**src/rtl/prog_loader_if.sv**
```systemverilog
// ----------------------------------------------------------------------------
// prog_loader_if
//   Bundles the byte-stream input and the ROM-write / status outputs of the
//   program loader.
//
//   Signals:
//     rx_valid  1   one-cycle strobe, rx_data valid this cycle (no backpressure)
//     rx_data   8   received byte
//     wr_en     1   one-cycle instruction ROM write strobe
//     wr_addr   8   ROM word address
//     wr_data   16  instruction word {hi, lo}
//     start     1   one-cycle launch pulse after a good frame
//     busy      1   loader is inside a frame
//     done      1   sticky, last frame loaded correctly
//     err       1   sticky, last frame failed
//     word_cnt  8   words written in the current or last frame
//
//   Modports:
//     master  byte source / status consumer (UART side, testbench)
//     slave   the loader itself
// ----------------------------------------------------------------------------
interface prog_loader_if;
  logic        rx_valid;
  logic [7:0]  rx_data;
  logic        wr_en;
  logic [7:0]  wr_addr;
  logic [15:0] wr_data;
  logic        start;
  logic        busy;
  logic        done;
  logic        err;
  logic [7:0]  word_cnt;

  modport master (
    output rx_valid, rx_data,
    input  wr_en, wr_addr, wr_data, start, busy, done, err, word_cnt
  );

  modport slave (
    input  rx_valid, rx_data,
    output wr_en, wr_addr, wr_data, start, busy, done, err, word_cnt
  );
endinterface

```
**src/rtl/prog_loader.sv**
```systemverilog
// ----------------------------------------------------------------------------
// prog_loader
//   Frames a UART byte stream  HEADER, LEN, LEN x {hi, lo}, CSUM  into 16-bit
//   instruction words, writes them to the instruction ROM at addresses
//   0..LEN-1 and pulses start once the checksum (mod-256 sum of all data
//   bytes) matches.
//
//   Parameters:
//     HEADER   frame start byte
//     TIMEOUT  idle cycles allowed between bytes inside a frame (2..65535)
//
//   Ports:
//     clk   system clock, rising edge
//     rst   asynchronous active-low reset
//     bus   prog_loader_if.slave (byte input, ROM write port, status)
//
//   Build option:
//     PROG_LOADER_TIMEOUT_EN  when defined, an idle counter aborts a frame
//                             (err set, no start) after TIMEOUT cycles
//                             without a byte. Undefined: frames wait forever.
//
//   All outputs are registered. The ROM samples on the falling clock edge,
//   so wr_addr/wr_data are stable for half a cycle before it writes.
// ----------------------------------------------------------------------------
module prog_loader #(
  parameter logic [7:0]  HEADER  = 8'hA5,
  parameter int unsigned TIMEOUT = 1000
) (
  input logic          clk,
  input logic          rst,
  prog_loader_if.slave bus
);

  if (TIMEOUT < 2 || TIMEOUT > 65535) begin : g_bad_timeout
    $error("prog_loader: TIMEOUT must be in 2..65535");
  end

  typedef enum logic [2:0] {S_IDLE, S_LEN, S_HI, S_LO, S_CSUM} state_t;

  state_t      r_state, w_state_nxt;
  logic [7:0]  r_len, r_hi, r_sum, r_word_cnt;
  logic [7:0]  r_wr_addr;
  logic [15:0] r_wr_data;
  logic        r_wr_en, r_start, r_busy, r_done, r_err;

  logic        w_timeout;
  logic        w_clear, w_len_ld, w_hi_ld, w_wr, w_start, w_done_set, w_err_set;

`ifdef PROG_LOADER_TIMEOUT_EN
  logic [15:0] r_idle;

  // Counts edges without a byte while inside a frame. Timeout wins over a
  // byte arriving on the same edge, so that byte is dropped.
  always_ff @(posedge clk or negedge rst) begin
    if (!rst)
      r_idle <= 16'd0;
    else if (r_state == S_IDLE || bus.rx_valid || w_timeout)
      r_idle <= 16'd0;
    else
      r_idle <= r_idle + 16'd1;
  end

  assign w_timeout = (r_state != S_IDLE) && (r_idle == 16'(TIMEOUT - 1));
`else
  assign w_timeout = 1'b0;
`endif

  // State register.
  // NOTE: sequential state uses non-blocking assignments so every register
  // samples pre-edge values regardless of block ordering.
  always_ff @(posedge clk or negedge rst) begin
    if (!rst) r_state <= S_IDLE;
    else      r_state <= w_state_nxt;
  end

  // Next-state logic.
  // NOTE: the default assignment up front keeps this purely combinational;
  // a path that leaves w_state_nxt unassigned would infer a latch.
  always_comb begin
    w_state_nxt = r_state;
    if (w_timeout) begin
      w_state_nxt = S_IDLE;
    end else if (bus.rx_valid) begin
      case (r_state)
        S_IDLE:  if (bus.rx_data == HEADER) w_state_nxt = S_LEN;
        S_LEN:   w_state_nxt = (bus.rx_data == 8'd0) ? S_IDLE : S_HI;
        S_HI:    w_state_nxt = S_LO;
        S_LO:    w_state_nxt = (8'(r_word_cnt + 8'd1) == r_len) ? S_CSUM : S_HI;
        S_CSUM:  w_state_nxt = S_IDLE;
        default: w_state_nxt = S_IDLE;
      endcase
    end
  end

  // Output / datapath action decode; the actions are registered below.
  always_comb begin
    w_clear    = 1'b0;
    w_len_ld   = 1'b0;
    w_hi_ld    = 1'b0;
    w_wr       = 1'b0;
    w_start    = 1'b0;
    w_done_set = 1'b0;
    w_err_set  = 1'b0;
    if (w_timeout) begin
      w_err_set = 1'b1;
    end else if (bus.rx_valid) begin
      case (r_state)
        S_IDLE: w_clear = (bus.rx_data == HEADER);
        S_LEN: begin
          w_err_set = (bus.rx_data == 8'd0);
          w_len_ld  = (bus.rx_data != 8'd0);
        end
        S_HI:   w_hi_ld = 1'b1;
        S_LO:   w_wr    = 1'b1;
        S_CSUM: begin
          w_start    = (bus.rx_data == r_sum);
          w_done_set = (bus.rx_data == r_sum);
          w_err_set  = (bus.rx_data != r_sum);
        end
        default: ;
      endcase
    end
  end

  // Datapath and registered outputs.
  always_ff @(posedge clk or negedge rst) begin
    if (!rst) begin
      r_len      <= 8'd0;
      r_hi       <= 8'd0;
      r_sum      <= 8'd0;
      r_word_cnt <= 8'd0;
      r_wr_en    <= 1'b0;
      r_wr_addr  <= 8'd0;
      r_wr_data  <= 16'd0;
      r_start    <= 1'b0;
      r_busy     <= 1'b0;
      r_done     <= 1'b0;
      r_err      <= 1'b0;
    end else begin
      r_wr_en <= w_wr;
      r_start <= w_start;
      r_busy  <= (w_state_nxt != S_IDLE);

      if (w_clear) begin
        r_done     <= 1'b0;
        r_err      <= 1'b0;
        r_word_cnt <= 8'd0;
        r_sum      <= 8'd0;
      end
      if (w_done_set) r_done <= 1'b1;
      if (w_err_set)  r_err  <= 1'b1;
      if (w_len_ld)   r_len  <= bus.rx_data;

      if (w_hi_ld) begin
        r_hi  <= bus.rx_data;
        r_sum <= r_sum + bus.rx_data;
      end

      // Address is the count before this word; LEN caps it at 254.
      if (w_wr) begin
        r_wr_addr  <= r_word_cnt;
        r_wr_data  <= {r_hi, bus.rx_data};
        r_sum      <= r_sum + bus.rx_data;
        r_word_cnt <= r_word_cnt + 8'd1;
      end
    end
  end

  assign bus.wr_en    = r_wr_en;
  assign bus.wr_addr  = r_wr_addr;
  assign bus.wr_data  = r_wr_data;
  assign bus.start    = r_start;
  assign bus.busy     = r_busy;
  assign bus.done     = r_done;
  assign bus.err      = r_err;
  assign bus.word_cnt = r_word_cnt;

endmodule

```
**src/flat_wrapper.sv**
```systemverilog
// flat-port wrapper written by rule: the top's interface ports become plain ports
module prog_loader_flat 
#(
  parameter logic [7:0]  HEADER  = 8'hA5,
  parameter int unsigned TIMEOUT = 1000
)
  (clk, rst, bus_rx_valid, bus_rx_data, bus_wr_en, bus_wr_addr, bus_wr_data, bus_start, bus_busy, bus_done, bus_err, bus_word_cnt);
  prog_loader_if bus_i ();
  input logic clk;
  input logic rst;
  input wire logic [$bits(bus_i.rx_valid)-1:0] bus_rx_valid;
  input wire logic [$bits(bus_i.rx_data)-1:0] bus_rx_data;
  output wire logic [$bits(bus_i.wr_en)-1:0] bus_wr_en;
  output wire logic [$bits(bus_i.wr_addr)-1:0] bus_wr_addr;
  output wire logic [$bits(bus_i.wr_data)-1:0] bus_wr_data;
  output wire logic [$bits(bus_i.start)-1:0] bus_start;
  output wire logic [$bits(bus_i.busy)-1:0] bus_busy;
  output wire logic [$bits(bus_i.done)-1:0] bus_done;
  output wire logic [$bits(bus_i.err)-1:0] bus_err;
  output wire logic [$bits(bus_i.word_cnt)-1:0] bus_word_cnt;
  assign bus_i.rx_valid = bus_rx_valid;
  assign bus_i.rx_data = bus_rx_data;
  assign bus_wr_en = bus_i.wr_en;
  assign bus_wr_addr = bus_i.wr_addr;
  assign bus_wr_data = bus_i.wr_data;
  assign bus_start = bus_i.start;
  assign bus_busy = bus_i.busy;
  assign bus_done = bus_i.done;
  assign bus_err = bus_i.err;
  assign bus_word_cnt = bus_i.word_cnt;
  prog_loader #(.HEADER(HEADER), .TIMEOUT(TIMEOUT)) u_core (.clk(clk), .rst(rst), .bus(bus_i));
endmodule
```
**config.mk**
```make
export PLATFORM = sky130hd
export DESIGN_NAME = prog_loader_flat
export DESIGN_NICKNAME = d
export VERILOG_FILES = /design/src/rtl/prog_loader_if.sv /design/src/rtl/prog_loader.sv /design/src/flat_wrapper.sv
export SDC_FILE = /design/constraint.sdc
export NUM_CORES = 1
export LEC_CHECK = 0
export BUFFER_PORTS_ARGS = -buffer_cell sky130_fd_sc_hd__buf_2
export CELL_PAD_IN_SITES_DETAIL_PLACEMENT = 1
export CELL_PAD_IN_SITES_GLOBAL_PLACEMENT = 2
export CORE_MARGIN = 2
export CORE_UTILIZATION = 40
export CTS_BUF_LIST = sky130_fd_sc_hd__clkbuf_4 sky130_fd_sc_hd__clkbuf_8
export CTS_CLUSTER_DIAMETER = 120
export DETAILED_ROUTE_END_ITERATION = 6
export PLACE_DENSITY_LB_ADDON = 0.1
export SYNTH_ARGS = -nofsm -noshare
export SYNTH_HDL_FRONTEND = slang
export SYNTH_SLANG_ARGS = --single-unit
export TNS_END_PERCENT = 100
```
**constraint.sdc**
```tcl
create_clock -name clk -period 4.35 [get_ports clk]
set_clock_uncertainty 0.1 [all_clocks]
set_input_delay 1.305 -clock clk [delete_from_list [all_inputs] [get_ports clk]]
set_output_delay 1.305 -clock clk [all_outputs]
set_load 0.1 [all_outputs]
```
==> metrics, run 1 <==
status completed; Overflow after GRT 0; I/O Pins 48; IO Port Bufs 47; Total GRT Usage 0.194; routed len/inst 16.1 µm; Cell Rows 31; drt via density 5.12; die area 8360 µm²; CTS Sinks 64; setup violators final 0; Max Clk Rate 345 MHz; CORE AREA 7330 µm²; Post-CTS Setup Inserts 0; crit-path max cell delay 0.41 ns; Bufs on Longest Clock Path 2; gpl congestion 0.777; Syn Area/Cell 9.87 µm²; CP startpoint bus_rx_data[0]; WL met1 3.57 mm; via count 2377; crit-path max FO 6; Crit Path Category in -> reg; Clk pin slew, worst setup/hold paths 0.07 ns; Buf/Inv on CP 1; cell area after synthesis 3060 µm²; Die Span Y 91.5 µm; register area share after synthesis 0.524; starting density of the core 0.417; TritonCTS clock tree yes; hold_sp u_core.r_hi[2]$_DFFE_PN0P_; post-CTS resize count 0; critical path cell sequence buf_2, ha_1, fa_1, a21o_1, a21oi_1, o21ai_0, a21oi_1, xor2_1, o22ai_1; share of synthesized registers carrying an async set or reset 1.00; Worst Tran Pin Value 0.582 ns; first-pass detailed-route iteration total 4; unrepaired setup endpoints after global routing no; WL met2 3.52 mm; Crit-path slowest cell fa_1; antenna violations before repair 0; final hold vios 0; vias in the first global route 2436; fraction of layout cells with a size suffix above 1 0.249; Multi-input gate area 1370 µm²; worst endpoint required time 4.46 ns; Nets 381; DRC violation count after routing 0; Synth Instances 310; synthesis-to-layout area growth 17.6%; Tcrit/Tclk final 0.666; ANT cells 0; Worst setup SP type primary input; syn nets 330; fin crit period 2.90 ns; Hold Crit Class reg -> reg; Synth Register Bits 64; Hold Path End u_core.bus.wr_data[10]$_DFFE_PN0P_; slew margin rel. 0.611; die extent in x 91.5 µm; worst reg-to-reg setup slack 2.11 ns; H-tree depth 3; clock latency on the worst-skew pair 0.34 ns; crit path DAT 3.01 ns; hold buffer count at cts 0; final-layout fill cell count 873; max layer used met4; commonest non-fill, non-tap cell in the layout nand2_1; synth warn 0; FF-to-FF path depth 7; hold path depth 2; number of flops mapped to enable cells by yosys 0; final WL 7.49 mm; first-pass GRT wire length 12.7 mm; HPWL after detailed placement 5.23 mm; reg2reg end u_core.bus.busy$_DFF_PN0_; max-cap violation count 0; post-synth cell types 42; Iter 0 DRT Violations 72; met3 WL post-DR 315 µm; RR Startpoint u_core.bus.word_cnt[0]$_DFFE_PN0P_; Synth Flop Type dfrtp_1; Root Buffer Master clkbuf_8; crit end category register; count of pins over their slew limit 0; ANT nets after route 0; largest net degree at the start of global routing 36; commonest non-fill, non-tap cells in the layout nand2_1, dfrtp_1, buf_2; total CTS buffers 9; TNS Setup 0 ns; register area 1600 µm²; Top delay family on crit path compound AO/OA/AOI/OAI gates; most frequent CP cell a21oi_1
synthesized netlist by cell type (all sizes together), types with 3 or more instances:
library cell	number	area share
a31oi	3	0.0061
a21oi	5	0.0082
o22ai	7	0.014
nor3	4	0.0065
clkbuf	6	0.0078
nand2	97	0.12
nor4	5	0.017
ha	8	0.033
nor2	14	0.018
o21ai	15	0.025
inv	8	0.0098
nand2b	4	0.0082
nand3	7	0.011
xnor2	12	0.034
buf	7	0.012
xor2	4	0.011
dfrtp	64	0.52
mux2	17	0.063
layout make-up:
type                       instances  area share
timing repair buffer              53      0.0779
multi-input combinational        225       0.380
tap                               99      0.0344
sequential                        64       0.445
inverter                           8     0.00834
clock inverter                     3      0.0118
clock buffer                      12      0.0424
worst max path at each step:
stage	depth (start not counted)	to	slack, ns
floorplan	8	u_core.r_sum[6]$_DFFE_PN0P_	1.37
global placement	9	u_core.r_sum[6]$_DFFE_PN0P_	1.13
detailed placement	9	u_core.r_sum[6]$_DFFE_PN0P_	1.08
CTS	9	u_core.r_sum[6]$_DFFE_PN0P_	1.44
global route	9	u_core.r_sum[6]$_DFFE_PN0P_	1.33
finish	9	u_core.r_sum[6]$_DFFE_PN0P_	1.45
logic make-up after synthesis:
group,count (synthesis),synth area share
simple gates,138,0.198
fa+ha+maj,9,0.0393
compound gates,42,0.0879
mux,19,0.0691
buf+inv,21,0.0294
flops,64,0.524
xor+xnor,17,0.0532
routing by layer:
| layer | vias up | global-route usage |
|---|---|---|
| li1 | 1150 | - |
| met1 | 1175 | 0.257 |
| met2 | 43 | 0.312 |
| met3 | 9 | 0.0548 |
| met4 | 0 | 0.0568 |
| met5 | - | 0 |
tightest hold or removal path, cell delays in order (launching register included):
cell     delay [ns]
dfrtp_1        0.34
nand2_1        0.05
nand2_1        0.05
state kept, by name, summed over array words and instances (netlist names):
| register | count |
|---|---|
| u_core.bus.wr_addr | 8 |
| u_core.r_len | 8 |
| u_core.bus.wr_data | 16 |
| u_core.bus.start | 1 |
| u_core.r_hi | 8 |
| u_core.r_sum | 8 |
| u_core.bus.wr_en | 1 |
| u_core.bus.err | 1 |
| u_core.r_state | 3 |
| u_core.bus.done | 1 |
| u_core.bus.busy | 1 |
| u_core.bus.word_cnt | 8 |
metrics by stage:
stage                     hold WS [ns]   util  setup slack (ns)  instance area [µm²]  cells
after floorplan                  0.335      -              1.37                 3060    310
after global placement           0.351  0.464              1.13                 3400    449
after detailed placement         0.359  0.464              1.08                 3400    449
after CTS                        0.376  0.491              1.44                 3600    464
after global routing             0.395  0.491              1.33                 3600    464
final                            0.367  0.491              1.45                 3600    464
Power of run 1 is not shown: default switching activity piles up to over one toggle a cycle in this logic, so the estimate is an artifact.
==> run 2: changes to the inputs <==
--- a/config.mk
+++ b/config.mk
@@ -5,11 +5,12 @@
 export SDC_FILE = /design/constraint.sdc
 export NUM_CORES = 1
 export LEC_CHECK = 0
+export ABC_AREA = 1
 export BUFFER_PORTS_ARGS = -buffer_cell sky130_fd_sc_hd__buf_2
 export CELL_PAD_IN_SITES_DETAIL_PLACEMENT = 1
 export CELL_PAD_IN_SITES_GLOBAL_PLACEMENT = 2
 export CORE_MARGIN = 2
-export CORE_UTILIZATION = 40
+export CORE_UTILIZATION = 31
 export CTS_BUF_LIST = sky130_fd_sc_hd__clkbuf_4 sky130_fd_sc_hd__clkbuf_8
 export CTS_CLUSTER_DIAMETER = 120
 export DETAILED_ROUTE_END_ITERATION = 6
==> constraint.sdc (replaced) <==
create_clock -name clk -period 2.45 [get_ports clk]
set_clock_uncertainty 0.1 [all_clocks]
set_input_delay 0.735 -clock clk [delete_from_list [all_inputs] [get_ports clk]]
set_output_delay 0.735 -clock clk [all_outputs]
set_load 0.1 [all_outputs]
==> run 2 against run 1 <==
Effect of this change: sequential cell count unchanged; hold slack got worse by 0.069 ns; via count increased by 11%; cell count increased by 23%; synthesized cell count increased by 21%; worst setup slack got worse by 1.2 ns; sequential share of layout area decreased by 1.9 points; non-clock buffer count increased by 2; highest routed layer unchanged; utilization decreased by 11 points; wire length increased by 11%.
==> metrics, run 2 <==
commonest non-fill, non-tap cell in the layout nand2_1; TritonCTS clock tree yes; Synth Register Bits 64 (unchanged); slew margin rel. 0.637 (+0.0261); final hold vios 0 (unchanged); Die Span Y 104 µm (+14%); RR Startpoint u_core.r_sum[0]$_DFFE_PN0P_; fraction of layout cells with a size suffix above 1 0.205 (-0.0443); FF-to-FF path depth 11 (+4); Final Instance Area 3750 µm² (+4.3%); commonest non-fill, non-tap cells in the layout nand2_1, dfrtp_1, buf_2; Clk pin slew, worst setup/hold paths 0.07 ns (about the same); IO Port Bufs 47 (unchanged); syn nets 396 (+20%); crit end category output port; DRC violation count after routing 0 (unchanged); total CTS buffers 9 (unchanged); CORE AREA 9770 µm² (+33%); number of flops mapped to enable cells by yosys 0 (unchanged); Syn Area/Cell 8.29 µm² (-16%); status completed; max-cap violation count 0 (unchanged); Synth Instances 376 (+21%); top cells by count, synth nand2_1, dfrtp_1, inv_1; Synth top area share 0.514 (-0.00946); reg2reg end u_core.r_sum[6]$_DFFE_PN0P_; Largest register FFs 16 (unchanged); Worst setup SP type register; drt via density 4.61 (-10%); Crit Path Category reg -> out; Tcrit/Tclk final 0.896; register area share after synthesis 0.514 (-0.00946); HPWL after detailed placement 6.11 mm (+17%); Root Buffer Master clkbuf_8; ANT cells 0 (unchanged); antenna violations before repair 0 (unchanged); Max Clk Rate 456 MHz; Post-CTS Setup Inserts 0 (unchanged); vias in the first global route 2729 (+12%); final WL 8.32 mm (+11%); CTS Sinks 64 (unchanged); placed cell area 3560 µm² (+4.7%); Bufs on Longest Clock Path 2 (unchanged); I/O Pins 48 (unchanged); top post-synthesis cells by area dfrtp_1, nand2_1, o21ai_0; final-layout fill cell count 1217 (+39%); first-pass detailed-route iteration total 4 (unchanged); ANT nets after route 0 (unchanged); setup violators final 0 (unchanged); first-pass GRT wire length 14.1 mm (+12%); CP startpoint u_core.bus.word_cnt[0]$_DFFE_PN0P_; post-CTS resize count 0 (unchanged); routed len/inst 14.5 µm (-9.9%); clock latency on the worst-skew pair 0.35 ns (about the same); Overflow after GRT 0 (unchanged); Synth Flop Type dfrtp_1; unrepaired setup endpoints after global routing no; worst reg-to-reg setup slack 0.40 ns (-1.71 ns); starting density of the core 0.319 (-0.0986); Hold Crit Class in -> async; post-synth cell types 34 (-19%); count of pins over their slew limit 0 (unchanged); gpl congestion 0.797 (+2.6%); cell area after synthesis 3120 µm² (+1.8%); share of synthesized registers carrying an async set or reset 1.00 (unchanged); hold buffer count at cts 0 (unchanged); Worst Tran Pin Value 0.542 ns (-0.0402 ns); most common cell in the netlist nand2_1; Iter 0 DRT Violations 73 (+1.4%); synthesis-to-layout area growth 20.5%; Cell Rows 36 (+16%); crit path DAT 1.36 ns (-1.65 ns); via count 2638 (+11%); Nets 454 (+19%); worst endpoint required time 1.62 ns (-2.84 ns); crit-path max FO 9 (+3); die area 10900 µm² (+30%); Worst Hold Slack 0.298 ns (-0.0691 ns); die extent in x 104 µm (+14%); H-tree depth 3 (unchanged); synth warn 0 (unchanged); Total GRT Usage 0.165 (-0.0298); area leader, netlist dfrtp_1; CP Capture Point bus_word_cnt[0]; fin crit period 2.19 ns; largest net degree at the start of global routing 65 (+81%)
run 2: critical path, cell delays in order (launching register included):
cell and delay, ns:
dfrtp_1 0.37, buf_4 0.19, buf_2 0.45
run 2: cell families after synthesis:
| kind of cell | count (synthesis) | synth area share |
|---|---|---|
| XOR/XNOR | 3 | 0.00844 |
| AND/OR/NAND/NOR | 182 | 0.257 |
| AO/OA/AOI/OAI | 62 | 0.112 |
| buffers and inverters | 56 | 0.0703 |
| adder cells (fa/ha/maj) | 9 | 0.0386 |
| flip-flops | 64 | 0.514 |
run 2: worst min-delay path by stage:
stage | end | start | slack (ns) | cells after the start
final | u_core.r_len[5]$_DFFE_PN0P_ | rst | 0.30 | 2
after global routing | u_core.bus.wr_addr[5]$_DFFE_PN0P_ | rst | 0.33 | 2
after CTS | u_core.bus.wr_addr[6]$_DFFE_PN0P_ | rst | 0.31 | 2
after detailed placement | u_core.bus.wr_data[10]$_DFFE_PN0P_ | u_core.bus.wr_data[10]$_DFFE_PN0P_ | 0.35 | 2
after global placement | u_core.bus.wr_data[8]$_DFFE_PN0P_ | u_core.bus.wr_data[8]$_DFFE_PN0P_ | 0.35 | 2
after floorplan | u_core.bus.busy$_DFF_PN0_ | rst | 0.34 | 0
run 2: layout make-up:
class	count	area [µm²]	share of cell area
Timing Repair Buffer	55	320	0.0853
Tap cell	133	166	0.0443
Inverter	48	180	0.0480
Clock inverter	6	60.1	0.0160
Multi-Input combinational cell	256	1290	0.345
Clock buffer	10	131	0.0350
Sequential cell	64	1600	0.427
run 2: metal layers:
layer	up-vias	global-route usage	wire length, µm
met5	-	0	0
met4	0	0.0666	110
met3	9	0.0307	250
met2	42	0.260	3810
met1	1258	0.223	4140
li1	1329	-	-
run 2: stage by stage:
stage               worst slack [ns]  utilization  instances  TNS, ns
global route                  0.0978        0.384        572        0
finish                         0.255        0.384        572        0
floorplan                     0.0440            -        376        0
detailed placement           -0.0849        0.365        556  -0.0849
global placement             -0.0501        0.365        556  -0.0501
CTS                            0.216        0.384        572        0
Power of run 2 is left out for the same reason.
==> run 3: changes to the inputs <==
--- a/config.mk
+++ b/config.mk
@@ -8,9 +8,9 @@
 export ABC_AREA = 1
 export BUFFER_PORTS_ARGS = -buffer_cell sky130_fd_sc_hd__buf_2
 export CELL_PAD_IN_SITES_DETAIL_PLACEMENT = 1
-export CELL_PAD_IN_SITES_GLOBAL_PLACEMENT = 2
+export CELL_PAD_IN_SITES_GLOBAL_PLACEMENT = 1
 export CORE_MARGIN = 2
-export CORE_UTILIZATION = 31
+export CORE_UTILIZATION = 39
 export CTS_BUF_LIST = sky130_fd_sc_hd__clkbuf_4 sky130_fd_sc_hd__clkbuf_8
 export CTS_CLUSTER_DIAMETER = 120
 export DETAILED_ROUTE_END_ITERATION = 6
==> run 3 against run 2 <==
Effect of this change: first-iteration DRC count grew 8.2%; register-to-register slack is essentially flat; non-clock buffer count is the same; highest routed layer unchanged.
==> metrics, run 3 (synthesis results as in run 2) <==
slew margin rel. 0.617 (-0.0208); Root Buffer Master clkbuf_8; TritonCTS clock tree yes; CTS Sinks 64 (unchanged); CORE AREA 7730 µm² (-21%); Post-CTS Setup Inserts 0 (unchanged); placed cell area 3520 µm² (-1.1%); Most Crowded Layer GR met2; final-layout fill cell count 972 (-20%); die extent in x 93.4 µm (-10%); Final Instance Area 3750 µm² (about the same); ANT nets after route 0 (unchanged); Die Span Y 93.4 µm (-10%); first-pass detailed-route iteration total 6 (+2); first-pass GRT wire length 13.5 mm (-4.5%); met1 Track Usage GR 0.274 (+0.0514); DRC violation count after routing 0 (unchanged); status completed; Largest register FFs 16 (unchanged); post-CTS resize count 0 (unchanged); unrepaired setup endpoints after global routing no; commonest non-fill, non-tap cells in the layout nand2_1, dfrtp_1, buf_2; Overflow after GRT 0 (unchanged); vias in the first global route 2727 (-0.073%); Worst Tran Pin Value 0.573 ns (+0.0310 ns); max-cap violation count 0 (unchanged); Total GRT Usage 0.200 (+0.0357); register area 1600 µm² (unchanged); final hold vios 0 (unchanged); worst reg-to-reg setup slack 0.40 ns (about the same); IO Port Bufs 47 (unchanged); drt via density 4.94 (+7.2%); via count 2675 (+1.4%); Cell Rows 32 (-11%); routed len/inst 14.9 µm (+2.2%); clock latency on the worst-skew pair 0.34 ns (about the same); crit-path max FO 6 (-3); reg2reg end u_core.r_sum[6]$_DFFE_PN0P_; met2 usage 0.323 (+0.0622); worst endpoint required time 1.62 ns (about the same); gpl congestion 0.796 (-0.11%); Hold Crit Class in -> async; Max Clk Rate 437 MHz (-4.1%); fin crit period 2.29 ns (+0.0929 ns); total CTS buffers 9 (unchanged); fraction of layout cells with a size suffix above 1 0.205 (unchanged); largest net degree at the start of global routing 65 (unchanged); antenna violations before repair 0 (unchanged); Worst setup SP type register; Nets 454 (unchanged); post-route non-filler standard cell count 541 (-5.4%); hold buffer count at cts 0 (unchanged); H-tree depth 3 (unchanged); setup violators final 0 (unchanged); met3 Resource Use GR 0.0330 (+0.00234); ANT cells 0 (unchanged); commonest non-fill, non-tap cell in the layout nand2_1; starting density of the core 0.403 (+0.0844); Bufs on Longest Clock Path 2 (unchanged); Tcrit/Tclk final 0.934 (+0.0379); FF-to-FF path depth 10 (-1); post-placement cell count 525 (-5.6%); Crit Path Category reg -> out; die area 8720 µm² (-20%); count of pins over their slew limit 0 (unchanged); final WL 8.04 mm (-3.3%); RR Startpoint u_core.r_sum[0]$_DFFE_PN0P_; Multi-input gate area 1290 µm² (unchanged); synthesis-to-layout area growth 20.4% (about the same); crit end category output port; Iter 0 DRT Violations 79 (+8.2%); I/O Pins 48 (unchanged); TNS Setup 0 ns (unchanged); HPWL after detailed placement 5.95 mm (-2.7%); crit path DAT 1.45 ns (+0.09 ns); Worst Hold Slack 0.296 ns (-0.00201 ns); Clk pin slew, worst setup/hold paths 0.08 ns (about the same)
-- run 3: cell types whose count changed in the layout (fill, tap and decap cells not counted), sizes merged --
cell      change
clkinvlp      -1
clkbuf        -1
clkinv        -2
inv           +3
bufinv        +1
-- run 3: how the worst max path moves through the flow --
stage	from	endpoint	slack (ns)	depth (start not counted)
6_report	u_core.bus.word_cnt[0]$_DFFE_PN0P_	bus_word_cnt[0]	0.16	2
4_1_cts	u_core.bus.word_cnt[0]$_DFFE_PN0P_	bus_word_cnt[0]	0.14	2
5_1_grt	bus_rx_data[0]	u_core.r_sum[6]$_DFFE_PN0P_	0.07	12
3_3_place_gp	bus_rx_data[0]	u_core.r_sum[6]$_DFFE_PN0P_	-0.03	11
3_5_place_dp	bus_rx_data[0]	u_core.r_sum[6]$_DFFE_PN0P_	-0.09	11
2_1_floorplan	u_core.bus.word_cnt[1]$_DFFE_PN0P_	u_core.bus.busy$_DFF_PN0_	0.04	12
-- run 3: layout make-up --
class                      count  share of cell area
tap                          102              0.0340
sequential                    64               0.427
clock buffer                   9              0.0330
timing repair buffer          55              0.0854
clock inverter                 7              0.0274
multi-input combinational    256               0.345
inverter                      48              0.0480
-- run 3: routing by layer --
metal,routed length (µm),up-vias,share of wire
met2,3710,47,0.46
met4,108,0,0.013
li1,-,1330,-
met1,3970,1289,0.49
met3,253,9,0.031
met5,0,-,0
-- run 3: stage by stage --
stage	util	setup slack, ns
2_1_floorplan	-	0.0440
3_3_place_gp	0.456	-0.0341
3_5_place_dp	0.456	-0.0928
4_1_cts	0.485	0.141
5_1_grt	0.485	0.0664
6_report	0.485	0.162
-- run 3: critical path, stage by stage (launching register included) --
cell and delay, ns:
dfrtp_1 0.47, buf_4 0.20, buf_2 0.43
Power of run 3 is left out for the same reason.
